--- config.mk ---
export PLATFORM = sky130hd
export DESIGN_NAME = chacha_block_core
export DESIGN_NICKNAME = d
export VERILOG_FILES = /design/src/rtl/chacha_block_core.sv
export SDC_FILE = /design/constraint.sdc
export NUM_CORES = 2
export LEC_CHECK = 0
export CAP_MARGIN = 20
export CORE_ASPECT_RATIO = 0.5
export CORE_UTILIZATION = 30
export DETAILED_ROUTE_END_ITERATION = 10
export REMOVE_ABC_BUFFERS = 1
export SETUP_SLACK_MARGIN = 0.02
export SYNTH_ARGS = -nofsm -noshare
export SYNTH_HDL_FRONTEND = slang
export SYNTH_SLANG_ARGS = --single-unit
--- constraint.sdc ---
create_clock -name clk -period 45.9 [get_ports clk]
set_input_delay 11.475 -clock clk [delete_from_list [all_inputs] [get_ports clk]]
set_output_delay 11.475 -clock clk [all_outputs]
set_load 0.02 [all_outputs]
--- src/rtl/chacha_block_core.sv ---
// Iterative ChaCha block function: one half double-round per cycle over 4 parallel quarter rounds.
// Optional build macro CHACHA_ZEROIZE_EN clears key material and keystream after each handshake.
module chacha_block_core #(
    parameter int unsigned ROUNDS = 20
) (
    input  logic         clk,
    input  logic         rst,
    input  logic         in_valid,
    output logic         in_ready,
    input  logic [255:0] key,
    input  logic [31:0]  counter,
    input  logic [95:0]  nonce,
    output logic         out_valid,
    input  logic         out_ready,
    output logic [511:0] keystream
);

    if ((ROUNDS < 2) || (ROUNDS > 20) || ((ROUNDS % 2) != 0)) begin : gen_bad_rounds
        $error("chacha_block_core: ROUNDS must be even and within 2..20");
    end

    typedef enum logic [1:0] {StIdle, StRound, StFinal, StDone} state_e;

    state_e            state_q, state_d;
    logic [4:0]        cnt_q, cnt_d;
    logic [15:0][31:0] init_q, init_d;
    logic [15:0][31:0] work_q, work_d;
    logic [15:0][31:0] ks_q, ks_d;
    logic [15:0][31:0] init_st;
    logic [15:0][31:0] round_st;

    function automatic logic [127:0] qr(input logic [31:0] a_in, input logic [31:0] b_in,
                                        input logic [31:0] c_in, input logic [31:0] d_in);
        logic [31:0] a, b, c, d;
        a = a_in; b = b_in; c = c_in; d = d_in;
        a = a + b; d = d ^ a; d = {d[15:0], d[31:16]};
        c = c + d; b = b ^ c; b = {b[19:0], b[31:20]};
        a = a + b; d = d ^ a; d = {d[23:0], d[31:24]};
        c = c + d; b = b ^ c; b = {b[24:0], b[31:25]};
        return {d, c, b, a};
    endfunction

    // Word 15 sits in the top bits, so the concatenation reads nonce-first.
    assign init_st = {nonce, counter, key, 128'h6b206574_79622d32_3320646e_61707865};

    // Even counter: column rounds; odd counter: diagonal rounds.
    always_comb begin
        round_st = work_q;
        for (int i = 0; i < 4; i++) begin
            logic [3:0] ia, ib, ic, id;
            ia = 4'(i);
            if (!cnt_q[0]) begin
                ib = 4'(4 + i);
                ic = 4'(8 + i);
                id = 4'(12 + i);
            end else begin
                ib = 4'(4 + ((i + 1) % 4));
                ic = 4'(8 + ((i + 2) % 4));
                id = 4'(12 + ((i + 3) % 4));
            end
            {round_st[id], round_st[ic], round_st[ib], round_st[ia]} =
                qr(work_q[ia], work_q[ib], work_q[ic], work_q[id]);
        end
    end

    always_comb begin
        state_d = state_q;
        cnt_d   = cnt_q;
        init_d  = init_q;
        work_d  = work_q;
        ks_d    = ks_q;
        unique case (state_q)
            StIdle: begin
                if (in_valid) begin
                    init_d  = init_st;
                    work_d  = init_st;
                    cnt_d   = '0;
                    state_d = StRound;
                end
            end
            StRound: begin
                work_d = round_st;
                cnt_d  = cnt_q + 5'd1;
                if (cnt_q == 5'(ROUNDS - 1)) begin
                    state_d = StFinal;
                end
            end
            StFinal: begin
                for (int i = 0; i < 16; i++) begin
                    ks_d[4'(i)] = work_q[4'(i)] + init_q[4'(i)];
                end
                state_d = StDone;
            end
            StDone: begin
                if (out_ready) begin
                    state_d = StIdle;
`ifdef CHACHA_ZEROIZE_EN
                    init_d = '0;
                    work_d = '0;
                    ks_d   = '0;
`endif
                end
            end
            default: state_d = StIdle;
        endcase
    end

    always_ff @(posedge clk or posedge rst) begin
        if (rst) begin
            state_q <= StIdle;
            cnt_q   <= '0;
            init_q  <= '0;
            work_q  <= '0;
            ks_q    <= '0;
        end else begin
            state_q <= state_d;
            cnt_q   <= cnt_d;
            init_q  <= init_d;
            work_q  <= work_d;
            ks_q    <= ks_d;
        end
    end

    assign in_ready  = (state_q == StIdle);
    assign out_valid = (state_q == StDone);
    assign keystream = ks_q;

endmodule

==> run_results.csv <==
group,metric,value,unit
die,core-area,0.277,mm²
clock_network,clock_latency,0.82,ns
synth,synth_top_family_by_area,"compound AO/OA/AOI/OAI gates",
layout,fill_cells,28400,
place,io_buffer_count,645,
layout,drive_gt1_share,10.4,%
sta,drv_slew,0,
critical_path,worstRegToRegCells,46,
die,io_pins,902,
status,failed_checks,"design-rule violations",
sta,fin_tns_setup,0,ns
sta,setup_violations,0,
detailed_routing,wirelength,529,mm
critical_path,crit_slowest_cell,"mux2i_1",
synth,netlist_area,0.0839,mm²
min_path,hold_path_depth,2,
job,cap_violations,0,
detailed_routing,drcViolationCount,61,
status,outcome,"finished with violations",
grt,grt_usage,35.8,%
critical_path,cp_data_required_time,46.57,ns
synth,synthDistinctLibCells,115,
critical_path,worst_ep_arrival_time,18.17,ns
synth,yosysTopAreaCell,"dfrtp_1",
synth,ys_ff_latch,904,
die,die_area,0.282,mm²
synth,ys.warnings.count,0,
sta,hold_viol_final,0,
critical_path,critPathKind,"reg2reg",
clock_network,post_cts_buffers,0,
clock_network,cts_inserted_buffers,99,
critical_path,r2r_slack,28.41,ns
clock_network,cts_tree,"done",
synth,synthFlopType,"dfrtp_1",
critical_path,slowest_delay,1.00,ns
detailed_routing,first_pass_iters,10,
synth,synth_cells,9514,
die,core.rowCount,136,
min_path,holdPathEnd,"keystream[225]",
grt,grt_pass1_wl,687,mm
synth,synthSimpleGateAreaFrac,11.1,%
critical_path,worstSetupEndpointType,"flip-flop",
detailed_routing,vias,84600,
critical_path,r2r_start,"cnt_q[0]",
min_path,hold_path_class,"reg2reg",
synth,synth_xor_area_share,13.3,%
layout,layout-area-overhead-vs-synth,17.6,%
sta,worst_pin_slew,1.44,ns
clock_network,cts_num_sinks,904,
sta,fin_worst_skew,0.0647,ns
synth,synth_area_leaders,"dfrtp_1 27%, ha_1 10%, xnor2_1 8.1%, mux2_2 6.1%, a21oi_1 5.0%",
synth,ys_seq_area_share,27.0,%
min_path,min_from,"keystream[225]",
grt,grt_max_degree,115,
critical_path,worstReg2RegEnd,"work_q[166]",
critical_path,critPathLaunchType,"flip-flop",
place,hpwlAfterDp,444,mm
clock_network,cts-resized-gates,0,
detailed_routing,post_drt_wl_per_cell,37.9,µm
clock_network,path_clk_slew,0.08,ns
clock_network,clockBufferDepth,3,
place,routabilityCongestion,1.15,
clock_network,hold_buffers,0,
sta,fin_crit_sh,38.1,%
grt,grt_pass1_vias,77300,
layout,final_cell_mix,"902 x dfrtp_1, 838 x a21oi_1, 752 x xnor2_1, 682 x ha_1, 645 x clkdlybuf4s50_1",
sta,rsz0062_at_grt,"no",
layout,mostFrequentLayoutCell,"dfrtp_1",
critical_path,path_max_fanout,54,
grt,antenna_found_initial,82,
detailed_routing,drtIter0Drc,12600,
synth,synth_top_area_share,27.0,%
die,die_w,750,µm
layout,final_net_count,11200,
sta,timing.slew.headroom,3.96,%
clock_network,htreeDepth,3,
synth,synth.avg_cell_area,8.82,µm²
synth,synthMuxAreaShare,9.31,%
die,initial_core_util,30.3,%
synth,synth_compound_area_share,22.8,%
synth,synthAdderAreaFrac,10.7,%
sta,fmax,0.0572,GHz
detailed_routing,antenna_left,0,
detailed_routing,viasPerCell,6.05,
sta,min_period,17.49,ns
grt,grt.overflow.total,0,
clock_network,cts.root.buffer_cell,"clkbuf_16",
synth,synth_edf_count,0,
die,dieHeight,376,µm
synth,async_flop_share,100,%
[layout make-up]
cell class / count / area, µm² / share of cell area, %
flip-flops and latches: 904 / 22600 / 22.9
repair buffers: 900 / 8590 / 8.71
clock inverters: 55 / 711 / 0.721
inverters: 381 / 1450 / 1.47
multi-input cells: 7841 / 57800 / 58.6
clock buffers: 125 / 2670 / 2.70
diodes: 37 / 92.6 / 0.0939
well taps: 3726 / 4660 / 4.73
[per-stage QoR]
step	utilization [%]	setup WS (ns)	cells	area, µm²	hold slack, ns
global route	35.6	28.29	13900	98500	0.512
global placement	34.2	29.03	13700	94500	0.469
detailed placement	34.2	29.24	13700	94700	0.474
CTS	35.5	29.16	13900	98100	0.490
finish	35.7	28.41	14000	98600	0.488
floorplan	-	6.93	9126	81400	0.456
[critical path: cells and delay by family, from the launching register on]
kind	cells	cell delay, ns
flip-flops	1	0.80
multiplexers	1	1.00
buffers and inverters	3	1.22
AND/OR/NAND/NOR	4	1.25
adder cells (fa/ha/maj)	4	1.41
XOR/XNOR	8	4.14
AO/OA/AOI/OAI	26	7.41
[sequential cells by signal, indices dropped and copies added, names as in the netlist]
| signal | flops |
|---|---|
| cnt_q | 5 |
| work_q | 512 |
| init_q | 129 |
| keystream | 256 |
| state_q | 2 |
[cell families (layout without fill, tap and decap cells)]
logic type               after synthesis  count (layout)
AO/OA/AOI/OAI                       2914            2914
AND/OR/NAND/NOR                     2001            2001
XOR/XNOR                            1242            1242
buffers and inverters               1024            1461
flip-flops                           904             904
multiplexers                         723             723
adder cells (fa/ha/maj)              705             705
other                                  1             293
[synth_stat cells (256+ instances only)]
cell type / n
a21o_1: 297
a21oi_1: 838
buf_4: 256
clkbuf_1: 322
dfrtp_1: 904
ha_1: 684
inv_1: 379
mux2_2: 458
mux2i_1: 265
nand2_1: 569
nor2_1: 641
o21ai_0: 581
xnor2_1: 775
xor2_1: 443
[worst max-delay path by stage]
stage	startpoint	to	slack (ns)	depth (start not counted)
2_1_floorplan	in_valid	work_q[185]	6.93	6
5_1_grt	cnt_q[0]	work_q[246]	28.29	46
3_5_place_dp	cnt_q[0]	work_q[224]	29.24	46
4_1_cts	cnt_q[0]	work_q[224]	29.16	46
3_3_place_gp	cnt_q[0]	work_q[193]	29.03	48
6_report	cnt_q[0]	work_q[166]	28.41	46
[layer usage]
layer  up-vias  track usage (%)  part of all wire (%)  routed length, µm
met4        60             21.9                   7.7              40900
met2      5658             49.9                    39             208000
li1      35400                -                     -                  -
met3      1336             16.6                    13              70900
met5         -             1.82                  0.26               1390
met1     42200             44.4                    39             208000
Power is not shown: default switching activity piles up to over one toggle a cycle in this logic, so the estimate is an artifact.
